--- src/rtl/rng_pool.sv ---
// Post-mixer random pool: warm-up discard, repetition-count health test,
// and a first-word-fall-through FIFO drained by a valid/ready consumer.
module rng_pool #(
  parameter int DEPTH     = 8,
  parameter int WARMUP    = 16,
  parameter int REP_LIMIT = 4,
  parameter int CNT_W     = $clog2(DEPTH) + 1
) (
  input  logic             clk,
  input  logic             rst_n,
  input  logic [63:0]      rand_num_i,
  input  logic             rand_num_valid_i,
  input  logic             alarm_clear_i,
  output logic [63:0]      rand_o,
  output logic             rand_valid_o,
  input  logic             rand_ready_i,
  output logic [CNT_W-1:0] fifo_count_o,
  output logic             alarm_o,
  output logic [15:0]      drop_cnt_o,
  output logic [1:0]       pool_state_o
);

  localparam int PTR_W  = $clog2(DEPTH);
  localparam int WARM_W = $clog2(WARMUP + 1);
  localparam int REP_W  = $clog2(REP_LIMIT + 1);

  typedef enum logic [1:0] {
    ST_WARMUP = 2'd0,
    ST_RUN    = 2'd1,
    ST_ALARM  = 2'd2
  } state_t;

  state_t             state_reg;
  logic [WARM_W-1:0]  warm_cnt_reg;
  logic [REP_W-1:0]   rep_cnt_reg;
  logic [REP_W-1:0]   rep_cnt_next;
  logic [63:0]        last_word_reg;
  logic [63:0]        mem [DEPTH];
  logic [PTR_W-1:0]   wr_ptr_reg;
  logic [PTR_W-1:0]   rd_ptr_reg;
  logic [CNT_W-1:0]   count_reg;
  logic [15:0]        drop_cnt_reg;

  logic sample_live;
  logic trip;
  logic full;
  logic push;
  logic pop;

  always_comb begin
    sample_live  = rand_num_valid_i && (state_reg != ST_ALARM);
    rep_cnt_next = REP_W'(1);
    if (rep_cnt_reg != '0 && rand_num_i == last_word_reg)
      rep_cnt_next = rep_cnt_reg + 1'b1;
    trip = sample_live && (rep_cnt_next == REP_W'(REP_LIMIT));
    // Fullness uses the pre-edge count, so a same-cycle pop never makes room.
    full = (count_reg == CNT_W'(DEPTH));
    pop  = rand_valid_o && rand_ready_i;
    push = sample_live && (state_reg == ST_RUN) && !trip && !full;
  end

  always_ff @(posedge clk) begin
    if (rst_n && push)
      mem[wr_ptr_reg] <= rand_num_i;
  end

  always_ff @(posedge clk) begin
    if (!rst_n) begin
      state_reg     <= ST_WARMUP;
      warm_cnt_reg  <= '0;
      rep_cnt_reg   <= '0;
      last_word_reg <= '0;
      wr_ptr_reg    <= '0;
      rd_ptr_reg    <= '0;
      count_reg     <= '0;
      drop_cnt_reg  <= '0;
    end else if (state_reg == ST_ALARM) begin
      if (alarm_clear_i) begin
        state_reg    <= ST_WARMUP;
        warm_cnt_reg <= '0;
        rep_cnt_reg  <= '0;
      end
    end else begin
      if (rand_num_valid_i) begin
        rep_cnt_reg   <= rep_cnt_next;
        last_word_reg <= rand_num_i;
      end
      if (trip) begin
        state_reg  <= ST_ALARM;
        wr_ptr_reg <= '0;
        rd_ptr_reg <= '0;
        count_reg  <= '0;
      end else begin
        if (state_reg == ST_WARMUP && rand_num_valid_i) begin
          warm_cnt_reg <= warm_cnt_reg + 1'b1;
          if (warm_cnt_reg + 1'b1 == WARM_W'(WARMUP))
            state_reg <= ST_RUN;
        end
        if (push)
          wr_ptr_reg <= wr_ptr_reg + 1'b1;
        if (pop)
          rd_ptr_reg <= rd_ptr_reg + 1'b1;
        if (push && !pop)
          count_reg <= count_reg + 1'b1;
        else if (!push && pop)
          count_reg <= count_reg - 1'b1;
        if (state_reg == ST_RUN && rand_num_valid_i && full && drop_cnt_reg != 16'hFFFF)
          drop_cnt_reg <= drop_cnt_reg + 1'b1;
      end
    end
  end

  assign rand_valid_o = (state_reg == ST_RUN) && (count_reg != '0);
  assign rand_o       = (count_reg != '0) ? mem[rd_ptr_reg] : 64'd0;
  assign fifo_count_o = count_reg;
  assign alarm_o      = (state_reg == ST_ALARM);
  assign drop_cnt_o   = drop_cnt_reg;
  assign pool_state_o = state_reg;

endmodule

--- config.mk ---
export PLATFORM = sky130hd
export DESIGN_NAME = rng_pool
export DESIGN_NICKNAME = d
export VERILOG_FILES = /design/src/rtl/rng_pool.sv
export SDC_FILE = /design/constraint.sdc
export NUM_CORES = 1
export LEC_CHECK = 0
export CAP_MARGIN = 10
export CELL_PAD_IN_SITES_DETAIL_PLACEMENT = 1
export CELL_PAD_IN_SITES_GLOBAL_PLACEMENT = 2
export CORE_MARGIN = 10
export CORE_UTILIZATION = 41
export DETAILED_ROUTE_END_ITERATION = 6
export PLACE_DENSITY_LB_ADDON = 0.1
export SETUP_SLACK_MARGIN = 0.05
export SLEW_MARGIN = 10
export SYNTH_ARGS = -nofsm -noshare
export SYNTH_HDL_FRONTEND = slang
export SYNTH_SLANG_ARGS = --single-unit
--- constraint.sdc ---
create_clock -name clk -period 16.8 [get_ports clk]
set_clock_uncertainty 0.05 [all_clocks]
set_input_delay 3.36 -clock clk [delete_from_list [all_inputs] [get_ports clk]]
set_output_delay 3.36 -clock clk [all_outputs]
set_load 0.05 [all_outputs]
==> results.cfg, run 1 <==
[outcome]
status = completed

[global_routing]
grt_max_degree = 76
grt_util_all_layers = 0.1790
grt_pass1_vias = 14351
grt_first_pass_wirelength_mm = 94.00
gr-total-overflow = 0
antenna_found_initial = 3

[critical_path]
setup.worst_path.start_class = flop
worstSetupEndpointType = primary output
cp_data_required_time_ps = 13390
worst-endpoint-arrival_ps = 4410
critical_path.max_fanout = 60
timing_worst_setup_path_type = reg2out

[die]
core_sq_mm = 0.05880
die_w_um = 263.0
floorplan.io_pins = 157
placementRows = 89
die_h_um = 263.0
area_of_the_die_sq_mm = 0.06917
floorplan.initialDensity = 0.4118

[detailed_routing]
wirelength_routed_mm = 62.29
vias = 13141
drt-wirelength-per-cell_um = 25.60
drtAntennaViolNets = 0
drt-vias-per-instance = 5.401
residual_drc_count = 0
drt_iter0_markers = 906
drt-pass1-iter-count = 5

[logic_synthesis]
synth_seq_cells = 615
predominant_post_synthesis_flop_cell = sky130_fd_sc_hd__edfxtp_1
mappedNetlistNets = 1503
yosysSeqAreaShare = 0.7202
postSynth.asyncResetShare = 0
synth_area_per_cell_sq_um = 16.99
yosysWarnings = 0
synth_cells = 1425
synth_cell_type_count = 48
syn-cell-area_sq_mm = 0.02421
synth_edf_count = 512

[placed_design]
buffer_ports.inserted = 156
gpl.final_weighted_congestion = 0.7313
dp.final_hpwl_mm = 35.98

[run]
max_cap_violations = 0

[sta]
shortest_clock_period_the_worst_path_allows_after_layout_ps = 7815
finalSetupViolations = 0
final_min_period_over_clock_period = 0.4652
max_freq_mhz = 128.0
hold_slack_ps = 409.8
totalNegativeSetupSlack_ps = 0
slew_headroom = 0.1937
final_max_slew_viol_count = 0
timing_worst_slew_pin_value_ps = 1209
timing_hold_violations_final = 0
grt_setup_unrepaired = false

[cells_and_area]
nNetsFinal = 1685
largest_register_ffs = 512
drive_gt1_frac = 0.1646
areaGrowthSynthToFinish_pct = 19.20
multi_input_area_sq_mm = 0.006451
sequential_cell_area_sq_mm = 0.01745
final_cell_mix = sky130_fd_sc_hd__edfxtp_1, sky130_fd_sc_hd__clkdlybuf4s50_1, sky130_fd_sc_hd__nand2_1
layout_commonest_cell = sky130_fd_sc_hd__edfxtp_1
final.fill_count = 5625

[hold_path]
timing.hold.worst.class = reg2reg

[clock_network]
cts.repair.resized = 0
clockRootBuffer = sky130_fd_sc_hd__clkbuf_16
cts.repair_timing.setup_buffer_count = 0
clock_insertion_delay_worst_skew_ps = 600
cts.path.max_buffers = 3
cts.clk_slew.worst_paths_ps = 60
numCtsBuffers = 68
numClockSinks = 615
cts_hold_repair.buffers = 0
cts_tree = yes
cts_htree_levels = 3

[power_and_ir_drop]
max-vdd-ir-drop_mv = 0.07878
power.leakage_uw = 0.008960
power_per_cell_area_mw_per_mm2 = 110.6
## Yosys cell counts (2+ instances only)
master | count | area, sq um
sky130_fd_sc_hd__xor2_1 | 37 | 324.1
sky130_fd_sc_hd__nand2b_1 | 4 | 25.02
sky130_fd_sc_hd__buf_1 | 21 | 78.83
sky130_fd_sc_hd__buf_2 | 6 | 30.03
sky130_fd_sc_hd__nand2_1 | 150 | 563.0
sky130_fd_sc_hd__nand3_1 | 18 | 90.09
sky130_fd_sc_hd__or2_2 | 3 | 18.77
sky130_fd_sc_hd__a21oi_1 | 89 | 445.4
sky130_fd_sc_hd__mux4_2 | 128 | 2883
sky130_fd_sc_hd__nor2_1 | 80 | 300.3
sky130_fd_sc_hd__or4_1 | 5 | 37.54
sky130_fd_sc_hd__nand4_1 | 11 | 68.82
sky130_fd_sc_hd__o21ai_0 | 3 | 15.01
sky130_fd_sc_hd__mux2i_1 | 68 | 680.7
sky130_fd_sc_hd__ha_1 | 8 | 100.1
sky130_fd_sc_hd__inv_1 | 20 | 75.07
sky130_fd_sc_hd__nor2b_1 | 3 | 18.77
sky130_fd_sc_hd__or3_1 | 12 | 75.07
sky130_fd_sc_hd__o31ai_1 | 7 | 52.55
sky130_fd_sc_hd__xnor2_1 | 30 | 262.8
sky130_fd_sc_hd__and3_1 | 5 | 31.28
sky130_fd_sc_hd__a22oi_1 | 2 | 15.01
sky130_fd_sc_hd__o211ai_1 | 7 | 52.55
sky130_fd_sc_hd__dfxtp_1 | 103 | 2062
sky130_fd_sc_hd__nor4_1 | 14 | 87.58
sky130_fd_sc_hd__o22ai_1 | 3 | 18.77
sky130_fd_sc_hd__nor3_1 | 8 | 40.04
sky130_fd_sc_hd__nand3_2 | 2 | 20.02
sky130_fd_sc_hd__o21ai_1 | 5 | 25.02
sky130_fd_sc_hd__edfxtp_1 | 512 | 15370
sky130_fd_sc_hd__clkbuf_1 | 44 | 165.2
## per-layer routing
layer | wire, um | share of wire | GRT usage | up-vias
met5 | 9 | 0.00014 | 0 | -
met4 | 918 | 0.015 | 0.04644 | 2
met3 | 3001 | 0.048 | 0.03365 | 74
met2 | 30610 | 0.49 | 0.2972 | 257
met1 | 27760 | 0.45 | 0.2385 | 6933
li1 | - | - | - | 5875
## per-stage QoR
| stage | cells | setup WS, ps | instance area (sq um) | power, uW | utilization |
|---|---|---|---|---|---|
| after global placement | 2310 | 9035 | 26720 | 1781 | 0.4545 |
| after detailed placement | 2310 | 9027 | 26720 | 1784 | 0.4545 |
| final | 2433 | 8985 | 28860 | 3191 | 0.4909 |
| after CTS | 2432 | 8815 | 28860 | 3228 | 0.4908 |
| after floorplan | 1425 | 5021 | 24210 | 1726 | - |
| after global routing | 2432 | 8699 | 28860 | 3302 | 0.4908 |
## cell families (layout without fill, tap and decap cells)
group,Yosys count,in the layout,share of synthesized area
other,0,1,0
AOI/OAI and AO/OA,125,125,0.02946
and+or+nand+nor,319,319,0.05830
xor gates and xnor gates,67,67,0.02424
DFF,615,615,0.7202
adders and majority gates,9,9,0.004961
muxes,196,196,0.1472
buffers and inverters,94,328,0.01566
## final timing paths
path | start | endpoint | slack [ps] | depth (start not counted)
setup reg to reg | pool_state_o[0] | mem[4][14] | 12520 | 11
hold reg to reg | last_word_reg[6] | last_word_reg[6] | 410 | 2
setup / recovery | flop | rand_o[33] | 8980 | 6
hold / removal | last_word_reg[6] | last_word_reg[6] | 410 | 2
## power by group
part           internal, uW  switching, uW
sequential             1660           5.88
clock                   850            591
combinational          29.6           57.0
## area by class of cell
class,instances,area share
Sequential cell,615,0.6046
Multi-Input combinational cell,716,0.2235
Clock buffer,95,0.06425
Timing Repair Buffer,185,0.06165
Tap cell,773,0.03351
Clock inverter,27,0.009668
Inverter,21,0.002731
Antenna cell,1,0.00008671
## worst max-delay path, cell delays in order (launching register included)
cell and delay [ps]:
sky130_fd_sc_hd__dfxtp_4 590, sky130_fd_sc_hd__buf_4 690, sky130_fd_sc_hd__buf_4 860, sky130_fd_sc_hd__mux4_2 370, sky130_fd_sc_hd__mux2i_1 70, sky130_fd_sc_hd__nor2_1 290, sky130_fd_sc_hd__clkdlybuf4s50_1 870
(Power assumes the default switching activity.)
==> inputs of run 2 (changes only) <==
- CORE_UTILIZATION: 41 -> 40
- clock period: 16.8 -> 6.4 ns (I/O delays scaled with it)
==> results.cfg, run 2 (synthesis gave the netlist of run 1 again) <==
[outcome]
status = completed

[detailed_routing]
residual_drc_count = 0
drt-pass1-iter-count = 5
wirelength_routed_mm = 61.62
drt-vias-per-instance = 5.401
drtAntennaViolNets = 0
vias = 13212
drt-wirelength-per-cell_um = 25.19
drt_iter0_markers = 860

[critical_path]
timing.rr.start = rep_cnt_reg[0]
cp_data_required_time_ps = 5070
critical_path.max_fanout = 37
timing.rr.end = mem[0][21]
setup.worst_path.start_class = flop
timing.reg2reg.worst_path_depth = 9
worst-endpoint-arrival_ps = 3630
timing_worst_setup_path_type = reg2out
worstSetupEndpointType = primary output
setup.reg_to_reg.worst_slack_ps = 2860

[clock_network]
cts.clk_slew.worst_paths_ps = 60
cts_hold_repair.buffers = 0
cts.repair.resized = 0
numCtsBuffers = 68
cts.path.max_buffers = 3
numClockSinks = 615
cts_tree = yes
cts_htree_levels = 3
clock_insertion_delay_worst_skew_ps = 590
cts.repair_timing.setup_buffer_count = 0
clockRootBuffer = sky130_fd_sc_hd__clkbuf_16

[placed_design]
dp.final_hpwl_mm = 37.24
placed_cell_area_sq_mm = 0.02689
gpl.final_weighted_congestion = 0.7403
buffer_ports.inserted = 156

[cells_and_area]
final_cell_mix = sky130_fd_sc_hd__edfxtp_1, sky130_fd_sc_hd__clkdlybuf4s50_1, sky130_fd_sc_hd__nand2_1
drive_gt1_frac = 0.1653
layout_commonest_cell = sky130_fd_sc_hd__edfxtp_1
finish.instance_area_sq_mm = 0.02902
diodes = 0
largest_register_ffs = 512
areaGrowthSynthToFinish_pct = 19.85
layout.core_utilization = 0.4825
nNetsFinal = 1691

[sta]
final_min_period_over_clock_period = 0.7745
finalSetupViolations = 0
slew_headroom = 0.3086
timing_worst_slew_pin_value_ps = 1029
shortest_clock_period_the_worst_path_allows_after_layout_ps = 4957
grt_setup_unrepaired = false
totalNegativeSetupSlack_ps = 0
timing_hold_violations_final = 0
hold_slack_ps = 413.0
final_max_slew_viol_count = 0
max_freq_mhz = 201.7

[die]
placementRows = 90
floorplan.initialDensity = 0.4026
floorplan.io_pins = 157
area_of_the_die_sq_mm = 0.07077
die_h_um = 266.0
die_w_um = 266.0
core_sq_mm = 0.06013

[hold_path]
hold-path-cell-count = 2
timing.hold.worst.start = last_word_reg[11]
timing.hold.worst.class = reg2reg
timing.hold.worst_endpoint = last_word_reg[11]

[power_and_ir_drop]
max-vdd-ir-drop_mv = 0.1692
power.leakage_uw = 0.009020
power_per_cell_area_mw_per_mm2 = 287.5

[run]
max_cap_violations = 0

[global_routing]
grt_util_all_layers = 0.1756
grt_first_pass_wirelength_mm = 92.76
gr-total-overflow = 0
grt_pass1_vias = 14341
grt_max_degree = 76
antenna_found_initial = 1
[run 2: cell count changes in the layout (fill, tap and decap cells not counted), moves of 2 or more]
cell,previous run,this run
sky130_fd_sc_hd__buf_12,0,5
sky130_fd_sc_hd__bufinv_16,5,3
sky130_fd_sc_hd__clkbuf_16,69,71
sky130_fd_sc_hd__clkbuf_8,3,7
sky130_fd_sc_hd__clkinv_1,6,10
sky130_fd_sc_hd__clkinvlp_4,6,1
sky130_fd_sc_hd__nor4_2,5,1
sky130_fd_sc_hd__nor4_4,0,4
[run 2: worst max-delay path by stage]
| stage | start | endpoint | cells past startpoint |
|---|---|---|---|
| 6_report | flop | rand_o[47] | 5 |
| 2_1_floorplan | rand_num_i[13] | mem[3][0] | 8 |
| 5_1_grt | flop | rand_o[47] | 5 |
| 3_3_place_gp | rand_num_i[58] | fifo_count_o[3] | 14 |
| 4_1_cts | flop | rand_o[47] | 5 |
| 3_5_place_dp | rand_num_i[17] | mem[0][18] | 9 |
[run 2: stage by stage]
stage | total power (uW) | std cells | setup slack [ps]
CTS | 8457 | 2446 | 1285
finish | 8343 | 2446 | 1443
global route | 8639 | 2446 | 1158
floorplan | 4532 | 1425 | -1003
detailed placement | 4684 | 2325 | 1157
global placement | 4676 | 2325 | 1144
[run 2: final cells by class]
| class | instances | area (sq um) |
|---|---|---|
| Fill cell | 5724 | 31120 |
| Sequential cell | 615 | 17450 |
| Multi-Input combinational cell | 716 | 6495 |
| Clock buffer | 100 | 1956 |
| Timing Repair Buffer | 191 | 1887 |
| Tap cell | 782 | 978.4 |
| Clock inverter | 21 | 173.9 |
| Inverter | 21 | 78.83 |
[run 2: per-layer routing]
| metal | GRT usage | vias to the layer above | part of all wire |
|---|---|---|---|
| met3 | 0.03451 | 85 | 0.040 |
| li1 | - | 5885 | - |
| met2 | 0.2954 | 252 | 0.50 |
| met5 | 0 | - | 0.00015 |
| met1 | 0.2306 | 6988 | 0.44 |
| met4 | 0.04385 | 2 | 0.021 |
[run 2: where the power goes]
group | internal (uW) | total [uW] | switching, uW
sequential | 4350 | 4370 | 15.5
clock | 2230 | 3750 | 1520
combinational | 78.7 | 227 | 148
[run 2: worst max-delay path: stages, from the launching register on]
cell                              delay (ps)
sky130_fd_sc_hd__dfxtp_4                 890
sky130_fd_sc_hd__buf_12                  390
sky130_fd_sc_hd__mux4_2                  550
sky130_fd_sc_hd__mux2i_1                 380
sky130_fd_sc_hd__nor2_1                   80
sky130_fd_sc_hd__clkdlybuf4s50_1         740
==> inputs of run 3 (changes only) <==
- CORE_UTILIZATION: 40 -> 41
- clock period: 6.4 -> 4.92 ns (I/O delays scaled with it)
==> results.cfg, run 3 (synthesis gave the netlist of run 1 again) <==
[detailed_routing]
wirelength_met1_mm = 29.28
drt_iter0_markers = 924
drtAntennaViolNets = 0
top_signal_layer_used = met5
vias = 13516
residual_drc_count = 0
wl_met3_mm = 2.628
detailroute.wirelength.met2_mm = 32.38
drt-vias-per-instance = 5.387
wirelength_routed_mm = 65.36
drt-wirelength-per-cell_um = 26.05
drt-pass1-iter-count = 4

[sta]
final_min_period_over_clock_period = 0.8840
totalNegativeSetupSlack_ps = 0
shortest_clock_period_the_worst_path_allows_after_layout_ps = 4349
grt_setup_unrepaired = false
slew_headroom = 0.1076
timing_hold_violations_final = 0
final_max_slew_viol_count = 0
finalSetupViolations = 0
max_freq_mhz = 229.9
timing_worst_slew_pin_value_ps = 1333

[clock_network]
cts.repair_timing.setup_buffer_count = 0
numClockSinks = 615
numCtsBuffers = 61
cts.clk_slew.worst_paths_ps = 60
cts.path.max_buffers = 3
cts_hold_repair.buffers = 0
clock_insertion_delay_worst_skew_ps = 630
cts_tree = yes
clockRootBuffer = sky130_fd_sc_hd__clkbuf_16
cts_htree_levels = 2
cts.repair.resized = 0

[critical_path]
critical_path.max_fanout = 21
timing_worst_setup_path_type = reg2out
worstSetupEndpointType = primary output
timing.reg2reg.worst_path_depth = 14
cp_data_required_time_ps = 3890
timing.rr.end = fifo_count_o[3]
timing.rr.start = last_word_reg[12]
setup.reg_to_reg.worst_slack_ps = 1290
worst-endpoint-arrival_ps = 3320
setup.worst_path.start_class = flop

[cells_and_area]
nNetsFinal = 1761
drive_gt1_frac = 0.2052
layout_commonest_cell = sky130_fd_sc_hd__edfxtp_1
largest_register_ffs = 512
final_cell_mix = sky130_fd_sc_hd__edfxtp_1, sky130_fd_sc_hd__clkdlybuf4s50_1, sky130_fd_sc_hd__nand2_1
areaGrowthSynthToFinish_pct = 23.56
layout.core_utilization = 0.5088

[power_and_ir_drop]
power_per_cell_area_mw_per_mm2 = 359.7
max-vdd-ir-drop_mv = 0.2950
power.switching_uw = 2202
power_switching_share = 0.2046
clkPwrFrac = 0.440
p_comb_frac = 0.032
power.leakage_uw = 0.009492
power.share.sequential = 0.528
internal_power_uw = 8557

[global_routing]
antenna_found_initial = 1
grt_pass1_vias = 14603
gr-total-overflow = 0
grt_first_pass_wirelength_mm = 98.52
grt_util_all_layers = 0.1878
grt_max_degree = 68

[placed_design]
buffer_ports.inserted = 156
dp.final_hpwl_mm = 42.26
gpl.final_weighted_congestion = 0.7814

[die]
area_of_the_die_sq_mm = 0.06917
floorplan.initialDensity = 0.4118
die_w_um = 263.0
placementRows = 89
die_h_um = 263.0
floorplan.io_pins = 157
core_sq_mm = 0.05880

[hold_path]
timing.hold.worst.class = reg2reg
timing.hold.worst_endpoint = last_word_reg[6]
timing.hold.worst.start = last_word_reg[6]
hold-path-cell-count = 2

[outcome]
status = completed

[run]
max_cap_violations = 0
==> run 3: changes by cell type in the layout (fill, tap and decap cells not counted), sizes merged <==
cell / previous run / this run
clkinvlp: 1 / 2
bufinv: 3 / 7
clkinv: 16 / 27
buf: 35 / 112
clkbuf: 100 / 79
diode: 0 / 1
inv: 22 / 21
==> run 3: how the worst max path moves through the flow <==
stage,to,slack (ps),cells past startpoint
global route,fifo_count_o[3],380,15
detailed placement,mem[2][62],20,11
CTS,rand_o[12],450,5
finish,rand_o[55],570,5
floorplan,mem[4][0],-1220,8
global placement,mem[2][53],50,11
==> run 3: power groups by stage <==
stage | clock (uW) | sequential [uW] | combinational, uW
4_1_cts | 4840 | 5680 | 348
2_1_floorplan | 0 | 5790 | 105
3_5_place_dp | 0 | 5790 | 346
6_report | 4740 | 5680 | 341
5_1_grt | 5060 | 5680 | 371
3_3_place_gp | 0 | 5790 | 338
==> run 3: cell type report <==
cell class | instances | area, sq um
inverters | 21 | 78.83
clock buffers | 79 | 1687
flip-flops and latches | 615 | 17450
multi-input cells | 716 | 6514
clock inverters | 36 | 357.8
fillers | 5537 | 28880
well taps | 773 | 967.2
diodes | 1 | 2.502
repair buffers | 268 | 2860
==> run 3: metal layers <==
layer / track usage / vias up
li1: - / 6045
met1: 0.2558 / 7138
met2: 0.3128 / 262
met3: 0.03133 / 69
met4: 0.03914 / 2
met5: 0 / -
==> run 3: per-stage QoR <==
| stage | hold slack [ps] | worst slack [ps] | total power [uW] | instances | area, sq um |
|---|---|---|---|---|---|
| floorplan | 386.3 | -1224 | 5895 | 1425 | 24270 |
| CTS | 408.4 | 450.3 | 10870 | 2508 | 29910 |
| finish | 407.0 | 570.9 | 10760 | 2509 | 29910 |
| global placement | 393.1 | 50.58 | 6126 | 2392 | 27850 |
| detailed placement | 399.8 | 19.95 | 6137 | 2393 | 27870 |
| global route | 434.4 | 378.9 | 11110 | 2508 | 29910 |
==> run 3: worst max-delay path, cell delays in order (launching register included) <==
cell	delay, ps
sky130_fd_sc_hd__dfxtp_4	700
sky130_fd_sc_hd__buf_4	420
sky130_fd_sc_hd__mux4_2	550
sky130_fd_sc_hd__mux2i_1	180
sky130_fd_sc_hd__nor2_1	100
sky130_fd_sc_hd__clkdlybuf4s50_1	730
